### config.mk
export PLATFORM = sky130hd
export DESIGN_NAME = lfsr10_gen_flat
export DESIGN_NICKNAME = d
export VERILOG_FILES = /design/src/rtl/lfsr10_gen_if.sv /design/src/rtl/lfsr10_gen.sv /design/src/flat_wrapper.sv
export SDC_FILE = /design/constraint.sdc
export NUM_CORES = 1
export LEC_CHECK = 0
export ABC_AREA = 1
export CAP_MARGIN = 30
export CORE_MARGIN = 3
export CORE_UTILIZATION = 44
export DETAILED_ROUTE_END_ITERATION = 8
export MAX_ROUTING_LAYER = met4
export PLACE_DENSITY_LB_ADDON = 0.1
export SLEW_MARGIN = 20
export SYNTH_ARGS = -nofsm -noshare
export SYNTH_HDL_FRONTEND = slang
export SYNTH_SLANG_ARGS = --single-unit
### constraint.sdc
create_clock -name clk -period 1.4 [get_ports clk]
set_input_delay 0.28 -clock clk [delete_from_list [all_inputs] [get_ports clk]]
set_output_delay 0.28 -clock clk [all_outputs]
set_load 0.03 [all_outputs]
### src/rtl/lfsr10_gen_if.sv
// Bus bundle for lfsr10_gen: step/load controls, seed, and the
// generator outputs (state, new-value strobe, sequence-wrap strobe).
interface lfsr10_gen_if;
    logic       en;
    logic       load;
    logic [9:0] seed;
    logic [9:0] rnd;
    logic       valid;
    logic       wrap;

    // Driver of the controls / consumer of the generated values
    modport master (
        output en,
        output load,
        output seed,
        input  rnd,
        input  valid,
        input  wrap
    );

    // The LFSR generator itself
    modport slave (
        input  en,
        input  load,
        input  seed,
        output rnd,
        output valid,
        output wrap
    );
endinterface

### src/rtl/lfsr10_gen.sv
// lfsr10_gen: 10-bit Fibonacci LFSR (x^10 + x^7 + 1), period 1023.
// rnd is the raw state; valid strobes the cycle after a load or step.
// Define LFSR10_WRAP_EN to build the start register and step counter
// that drive the wrap strobe; otherwise wrap is tied low.
module lfsr10_gen (
    input  logic          clk,
    input  logic          reset,
    lfsr10_gen_if.slave   bus
);

    logic [9:0] r_q;
    logic       r_valid;
    logic [9:0] w_next;
    logic [9:0] w_load_val;

    // Next-state and seed-sanitising logic (all-zero seed would lock up)
    always_comb begin
        w_next     = {r_q[8:0], r_q[9] ^ r_q[6]};
        w_load_val = (bus.seed == '0) ? 10'h001 : bus.seed;
    end

    // LFSR state and new-value strobe; load takes priority over a step
    always_ff @(posedge clk or negedge reset) begin
        if (!reset) begin
            r_q     <= 10'h001;
            r_valid <= 1'b0;
        end else if (bus.load) begin
            r_q     <= w_load_val;
            r_valid <= 1'b1;
        end else if (bus.en) begin
            r_q     <= w_next;
            r_valid <= 1'b1;
        end else begin
            r_valid <= 1'b0;
        end
    end

`ifdef LFSR10_WRAP_EN
    logic [9:0] r_start;
    logic [9:0] r_cnt;
    logic       r_wrap;
    logic       w_wrap_hit;

    // Final step of a full period: counter at 1022 and next state is the start value
    always_comb begin
        w_wrap_hit = (r_cnt == 10'd1022) && (w_next == r_start);
    end

    // Start capture, modulo-1023 step counter and registered wrap strobe
    always_ff @(posedge clk or negedge reset) begin
        if (!reset) begin
            r_start <= 10'h001;
            r_cnt   <= '0;
            r_wrap  <= 1'b0;
        end else if (bus.load) begin
            r_start <= w_load_val;
            r_cnt   <= '0;
            r_wrap  <= 1'b0;
        end else if (bus.en) begin
            r_cnt   <= (r_cnt == 10'd1022) ? 10'd0 : r_cnt + 10'd1;
            r_wrap  <= w_wrap_hit;
        end else begin
            r_wrap  <= 1'b0;
        end
    end

    // Drive outputs
    always_comb begin
        bus.rnd   = r_q;
        bus.valid = r_valid;
        bus.wrap  = r_wrap;
    end
`else
    // Drive outputs; wrap detection not built
    always_comb begin
        bus.rnd   = r_q;
        bus.valid = r_valid;
        bus.wrap  = 1'b0;
    end
`endif

endmodule

### src/flat_wrapper.sv
// flat-port wrapper written by rule: the top's interface ports become plain ports
module lfsr10_gen_flat 
  (clk, reset, bus_en, bus_load, bus_seed, bus_rnd, bus_valid, bus_wrap);
  lfsr10_gen_if bus_i ();
  input  logic clk;
  input  logic reset;
  input wire logic [$bits(bus_i.en)-1:0] bus_en;
  input wire logic [$bits(bus_i.load)-1:0] bus_load;
  input wire logic [$bits(bus_i.seed)-1:0] bus_seed;
  output wire logic [$bits(bus_i.rnd)-1:0] bus_rnd;
  output wire logic [$bits(bus_i.valid)-1:0] bus_valid;
  output wire logic [$bits(bus_i.wrap)-1:0] bus_wrap;
  assign bus_i.en = bus_en;
  assign bus_i.load = bus_load;
  assign bus_i.seed = bus_seed;
  assign bus_rnd = bus_i.rnd;
  assign bus_valid = bus_i.valid;
  assign bus_wrap = bus_i.wrap;
  lfsr10_gen u_core (.clk(clk), .reset(reset), .bus(bus_i));
endmodule
==> impl.org, run 1 <==
** Outcome
- The flow ran to the end, and the final reports show no timing, DRC or antenna violations.

** CTS
- In this run, post-CTS hold repair placed 0 buffers.
- CTS tree :: built
- Buffer depth of the longest clock path :: 2
- TritonCTS created 3 clock buffers.
- Clock latency on the worst-skew pair :: 270 ps
- Num Clock Sinks :: 11
- Clock root buffer master :: clkbuf_4
- Clock-pin slew of the registers on the worst-case setup and hold paths :: 80 ps
- H-Tree Level Count :: 1
- Total setup buffers inserted after CTS :: 0

** Setup path
- Critical-path cell list :: dlygate4sd2_1
- FF-to-FF Start :: u_core.bus.rnd[6]
- Worst Setup Path Type :: reg2out
- The worst setup path is captured at an output pin.
- Crit path buffers/inverters :: 1
- Among cell families on the critical path, the largest total delay comes from buffers and inverters.
- Required time reported for the critical path endpoint :: ~1100 ps
- Highest net fanout along the worst path :: 3
- For this run, the slowest stage of the critical path takes 420 ps.
- Data arrival time at the worst-slack endpoint :: 1060 ps
- The worst setup path is launched from a flop.
- The most critical setup path has its startpoint at u_core.bus.rnd[7].
- Master of the slowest instance on the critical path :: dlygate4sd2_1
- Across all register-to-register paths, the minimum setup slack is between 400 and 500 ps.

** Final layout
- Sequential cell area in the final layout :: 277 µm²
- Summing all multi-input logic gate instances after layout gives about 300 µm².
- The post-route netlist has about 30% of its cells at a drive strength greater than 1.
- Compared with the post-synthesis result, the final layout area differs by 44.8%.
- Total of fill cells in the finished design :: between 100 and 150
- Final net count :: between 100 and 150
- Diodes inserted :: 0

** Timing
- The routed design could run at a clock period as short as ~1300 ps.
- Crit share post-route :: between 90% and 100%
- Final hold violation count :: 0
- Across the routed clock network, the largest skew measured is about 8 ps.
- Unrepaired setup endpoints after global routing :: no
- Setup violations remaining at the end of the flow were counted as 0.
- At the pin with the least slew margin, the transition time is 520 ps.
- The final max-slew violation count is 0.
- On the final layout, the worst hold slack is about 350 ps.
- Max Clock Freq :: between 0.7 and 0.8 GHz
- Setup total negative slack on the finished layout was measured at 0 ps.
- Max-slew headroom at the worst pin :: 65.2%

** Global route
- For this run the aggregate overflow at the end of global routing stands at 0.
- Entering global routing, the biggest net connects 13 pins.
- The via count of the first global-routing pass came to around 570.
- Antenna violations before repair :: 0
- Total routing usage reported by global routing :: approximately 17%
- The first global-routing pass estimated ~2400 µm of wire.

** Place
- Post-detail-place hpwl :: between 1000 and 1500 µm
- At the end of routability-driven placement, the weighted congestion stood at slightly below 0.8.
- IO Port Bufs :: 24

** Floorplan
- Floorplan die width :: 44.2 µm
- For this design the top-level I/O count stands at 26.
- Area of the die :: approximately 2000 µm²
- Measured along the y axis, the die boundary spans approximately 44 µm.
- Initial Util :: about half
- Row generation in the floorplan step produced 13 rows.
- The core region is roughly 1300 µm².

** Synthesis
- Averaged over all synthesized cells, the footprint is 8.91 µm².
- The synthesized netlist occupies a cell area of roughly 640 µm².
- Ranking of synthesized cells by instance count :: nand2_1, dfrtp_1, nor2_1
- After synthesis, the cell types taking the most area are dfrtp_1, a21oi_2, nand2_1, nor2_2, o21ai_0.
- The synthesized design contains 11 register bits.
- Most frequent cell after synthesis :: nand2_1
- Number of instances in the synthesized netlist :: 72
- The synthesized netlist contains 20 unique library cells.
- For this run, asynchronously set or reset flops after synthesis account for 100%.
- Among all flip-flop cells after synthesis, the most frequent one is dfrtp_1.
- Synth Net Count :: 86
- During synthesis, Yosys emitted a total of 0 warnings.
- Yosys top cell area share :: between 30% and 40%
- Number of synthesized flops with an enable pin :: 0
- Library cell with the largest summed area after synthesis :: dfrtp_1
- Proportion of synthesized chip area in sequential cells :: between 40% and 50%

** Pwr
- Static leakage :: 0.421 nW
- The worst-case IR drop observed on VDD is 0.000544 V.
- Pwr Density :: between 900 and 1000 nW/µm²

** Job
- Across the run, the number of max-cap violations was 0.

** Drt
- Violation count after the first detailed-route iteration :: 7
- Using the TritonRoute via totals, the vias-per-cell ratio works out to ~5.
- Antenna-violating nets left :: 0
- Wirelength per Cell :: about 12 µm
- Routed via count :: 585
- Initial DRT Pass Iterations :: 4
- In the routed design, unresolved DRC markers number 0.
- Total length of routed wires :: around 1500 µm

** Min path
- The path class of the tightest hold or removal check is in2async.
[cell type report]
class	instances	area share, %
clock buffer	4	2.83
inverter	5	2.02
multi-input combinational	52	32.6
sequential	11	29.7
tap	15	2.02
timing repair buffer	32	30.8
[stage by stage]
stage	area, µm²	util [%]	power [mW]	setup WS (ps)	instances
after global routing	930	69.7	0.957	6.96	119
after CTS	928	69.6	0.915	38.1	119
after global placement	915	68.6	0.709	-31.6	115
after floorplan	642	-	0.566	388	72
after detailed placement	915	68.6	0.715	-79.8	115
final	930	69.7	0.905	55.8	119
[power breakdown]
group / switching (mW) / internal, mW / total, mW
registers: 0.0214 / 0.355 / 0.376
clock network: 0.111 / 0.110 / 0.222
logic: 0.178 / 0.130 / 0.307
[state kept, by name, indices dropped and copies added (netlist names)]
register,count
u_core.bus.rnd,10
u_core.bus.valid,1
[layout by cell type (no fill, tap or decap)]
cell type | netlist | layout
a21oi_2 | 7 | 7
buf_4 | 1 | 9
clkbuf_1 | 0 | 1
clkbuf_4 | 0 | 3
clkdlybuf4s15_1 | 0 | 1
clkdlybuf4s50_1 | 0 | 13
conb_1 | 1 | 1
dfrtp_1 | 10 | 10
dfstp_2 | 1 | 1
dlygate4sd2_1 | 0 | 9
inv_1 | 3 | 3
inv_2 | 2 | 2
nand2_1 | 13 | 13
nand2_8 | 1 | 1
nand3_1 | 3 | 3
nor2_1 | 9 | 9
nor2_2 | 6 | 6
o21ai_0 | 7 | 7
o21ai_2 | 1 | 1
o21bai_1 | 1 | 1
o22ai_2 | 2 | 2
or2_0 | 1 | 1
[per-layer routing]
metal | global-route usage (%) | share of wire (%)
met5 | - | 0
met4 | 9.64 | 0.82
met3 | 4.88 | 7.8
met2 | 26.2 | 48
met1 | 20.6 | 43
[repair_timing]
item / 4_1_cts / 5_1_grt
hold endpoints to repair: 0 / 0
endpoints found under the setup margin: 10 / 1
resized for setup: 10 / 1
pin swaps: 0 / 0
[cell families (layout without fill, tap and decap cells)]
| family | count (synthesis) | in the layout | share of synthesized area (%) |
|---|---|---|---|
| other | 1 | 1 | 0.584 |
| and+or+nand+nor | 33 | 33 | 25.1 |
| buffers and inverters | 9 | 41 | 9.75 |
| AOI/OAI and AO/OA | 18 | 18 | 21.4 |
| DFF | 11 | 11 | 43.1 |
[path summary, 6_finish.rpt]
check,endpoint,cells after the start
max,bus_rnd[7],1
min,u_core.bus.rnd[2],1
max reg2reg,u_core.bus.rnd[0],6
min reg2reg,u_core.bus.rnd[0],2
max in group asynchronous,u_core.bus.rnd[0],1
min in group clk,u_core.bus.rnd[0],2
No activity file was read; power rests on OpenSTA's default activity.
==> run 2, diff against run 1 <==
- ABC_CLOCK_PERIOD_IN_PS: unset -> 1400
==> results of run 2 <==
Same layout as run 1: the final DEF is identical, and so are final timing and power.
==> run 3, diff against run 2 <==
- CAP_MARGIN: 30 -> unset
- RECOVER_POWER: unset -> 100
- SETUP_SLACK_MARGIN: unset -> 0.15
==> run 3 against run 2 <==
Effect of this change: clock skew barely moved; highest routed layer unchanged; die area did not move; routed wire length grew 0.75%; hold slack gained 71 ps.
==> impl.org, run 3 (synthesized netlist as in run 1, its figures left out) <==
** Drt
- Via count normalized by instance count :: between 4 and 5
- In the final routed layout, each cell accounts on average for around 12 µm.
- Antenna-violating nets left :: 0
- The first detailed-routing pass took 2 iterations.
- After the first detailed-routing iteration, the DRC count stood at 5.
- For this block, the via count after detailed routing is just under 600.
- Number of remaining DRC errors :: 0
- Total length of routed wires :: 1470 µm

** CTS
- In this run, post-CTS hold repair placed 0 buffers.
- CTS built an H-tree with a depth of 1.
- Clock root buffer master :: clkbuf_4
- TritonCTS built the clock tree.
- The clock passes through at most 2 buffers.
- CTS saw 11 sinks.
- Clock latency on the worst-skew pair, taken at its later pin, is 270 ps.
- Total setup buffers inserted after CTS :: 0
- Number of clock buffers inserted by TritonCTS :: 3
- Clock-pin slew was measured on the worst setup and hold paths at ~80 ps.

** Job
- Total of max-cap violations :: 0

** Timing
- Crit share post-route :: 90.4%
- Number of max-slew violations in the final report :: 0
- Unrepaired setup endpoints after global routing :: yes
- Adding up every negative setup slack in the final design gives 0 ps.
- Setup-violating endpoint count in the final report :: 0
- Max Clock Freq :: 0.790 GHz
- In this run the tightest slew margin relative to its limit is between 60% and 70%.
- Final worst clock skew :: approximately 7.4 ps
- Slew at the pin with the worst max-slew slack :: 526 ps
- The count of endpoints failing hold in the final timing report is 0.
- Counting I/O delays and the setup requirement, the final critical path takes approximately 1300 ps.

** Floorplan
- After floorplanning, the core was divided into 13 placement rows.
- Floorplan die width :: about 44 µm
- For this design the top-level I/O count stands at 26.
- Measured along the y axis, the die boundary spans roughly 44 µm.
- The die covers approximately 2000 µm².
- Placeable core area :: approximately 1300 µm²
- Initial Util :: between 40% and 50%

** Global route
- Total routing usage reported by global routing :: 17.7%
- The layer flagged by global routing as most heavily used is met2.
- Via count of the first global-routing pass :: 589
- Global routing used a little over a fifth of the available met1 tracks.
- Antenna violations before repair :: 0
- The total overflow left after global routing is 0.
- Pin count of the biggest net entering global routing :: 13
- For this run, global-route usage on met2 was measured as approximately a quarter.
- First-pass GRT wire length :: roughly 2400 µm
- Met3 routing resource usage after global routing :: 4.88%

** Setup path
- On the critical path the largest part of the delay comes from flip-flops.
- Largest stage delay on the critical path :: 390 ps
- In this run the worst path has a maximum fanout of 3.
- Walking the worst path, the cells encountered are clkbuf_1.
- The largest individual stage delay along the critical path comes from the cell dfrtp_1.
- The worst setup path is of the reg2out kind.
- STA classifies the critical path startpoint as a flop.
- Data arrival time at the worst-slack endpoint :: approximately 990 ps
- Crit path buffers/inverters :: 1
- For the worst setup path, the data required time is ~1100 ps.
- Worst setup EP type :: output pin

** Final layout
- Final design area excluding fillers :: roughly 870 µm²
- Largest register FFs :: 10
- Area growth from synthesis to layout :: 35.9%
- After the last flow step, the layout net total stands at around 120.
- The number of antenna diodes in the final layout is 0.
- Counting the fill cells in the layout gives roughly 140.
- Most common library cell in the layout ignoring fill and taps :: nand2_1
- The post-route netlist has 26.0% of its cells at a drive strength greater than 1.
- For this run, the share of the core covered by cells in the final layout is between 60% and 70%.
- Commonest non-fill, non-tap cells in the layout :: nand2_1, clkbuf_1, clkdlybuf4s50_1, nor2_1, dfrtp_1

** Pwr
- Internal power comes to ~580 µW.
- Summed over all cells, the static leakage comes to approximately 0.38 nW.
- Share of power burned in combinational logic :: approximately 33%
- In this run switching power makes up around a third of total power.
- Part of the power in the clock network :: 25.0%
- Sequential cells burn ~43% of the power.
- For this design the ratio of total power to cell area is between 1000 and 1500 nW/µm².
- Net load switching power :: between 300 and 400 µW
- VDD sags by at most roughly 0.00054 V.

** Min path
- In this run the worst hold path is classified as in2async.

** Outcome
- Run status :: complete, no violations

** Place
- RD Place Congestion :: ~0.8
- IO Port Bufs :: 24
- Placed Area :: around 910 µm²
- Summed over all nets, the half-perimeter wirelength after detailed placement is between 1000 and 1500 µm.
[run 3: changes by cell type in the layout (fill, tap and decap cells not counted), moves of 2 or more]
cell,previous run,this run
dlygate4sd2_1,9,0
clkbuf_4,3,5
buf_4,9,5
clkbuf_1,1,12
[run 3: worst paths after layout]
kind                       cells after the start         startpoint  slack (ps)                end
min in group clk                               2  u_core.bus.rnd[0]         510  u_core.bus.rnd[0]
max in group asynchronous                      1              reset         610  u_core.bus.rnd[0]
min reg2reg                                    2  u_core.bus.rnd[0]         510  u_core.bus.rnd[0]
max                                            1  u_core.bus.rnd[3]         130         bus_rnd[3]
min                                            1              reset         420  u_core.bus.rnd[2]
max reg2reg                                    6  u_core.bus.rnd[6]         430  u_core.bus.rnd[0]
[run 3: layer usage]
layer	vias up	share of wire, %
met1	270	44
met4	0	0.81
li1	296	-
met3	2	7.0
met5	-	0
met2	16	48
[run 3: power by group through the flow]
| stage | Sequential, mW | Combinational [mW] | Clock, mW |
|---|---|---|---|
| after floorplan | 0.457 | 0.109 | 0 |
| after global placement | 0.383 | 0.326 | 0 |
| after detailed placement | 0.385 | 0.330 | 0 |
| after CTS | 0.379 | 0.323 | 0.228 |
| after global routing | 0.382 | 0.310 | 0.246 |
| final | 0.376 | 0.288 | 0.221 |
[run 3: timing repair]
action,4_1_cts,5_1_grt
endpoints found under the hold margin,0,0
resized for setup,33,8
setup endpoints to repair,11,5
[run 3: through the flow]
| stage | instances | hold slack (ps) | total power, mW | setup WS [ps] |
|---|---|---|---|---|
| 2_1_floorplan | 72 | -15.6 | 0.566 | 388 |
| 5_1_grt | 119 | 444 | 0.937 | 70.4 |
| 6_report | 119 | 421 | 0.886 | 134 |
| 3_5_place_dp | 115 | 474 | 0.715 | -79.8 |
| 3_3_place_gp | 115 | 468 | 0.709 | -31.6 |
| 4_1_cts | 119 | 371 | 0.930 | 135 |
[run 3: final cells by class]
| cell class | count | area [µm²] | share of cell area, % |
|---|---|---|---|
| clock buffer | 4 | 26.3 | 3.01 |
| inverter | 5 | 18.8 | 2.15 |
| multi-input combinational | 52 | 297 | 34.0 |
| sequential | 11 | 277 | 31.7 |
| tap | 15 | 18.8 | 2.15 |
| timing repair buffer | 32 | 235 | 27.0 |
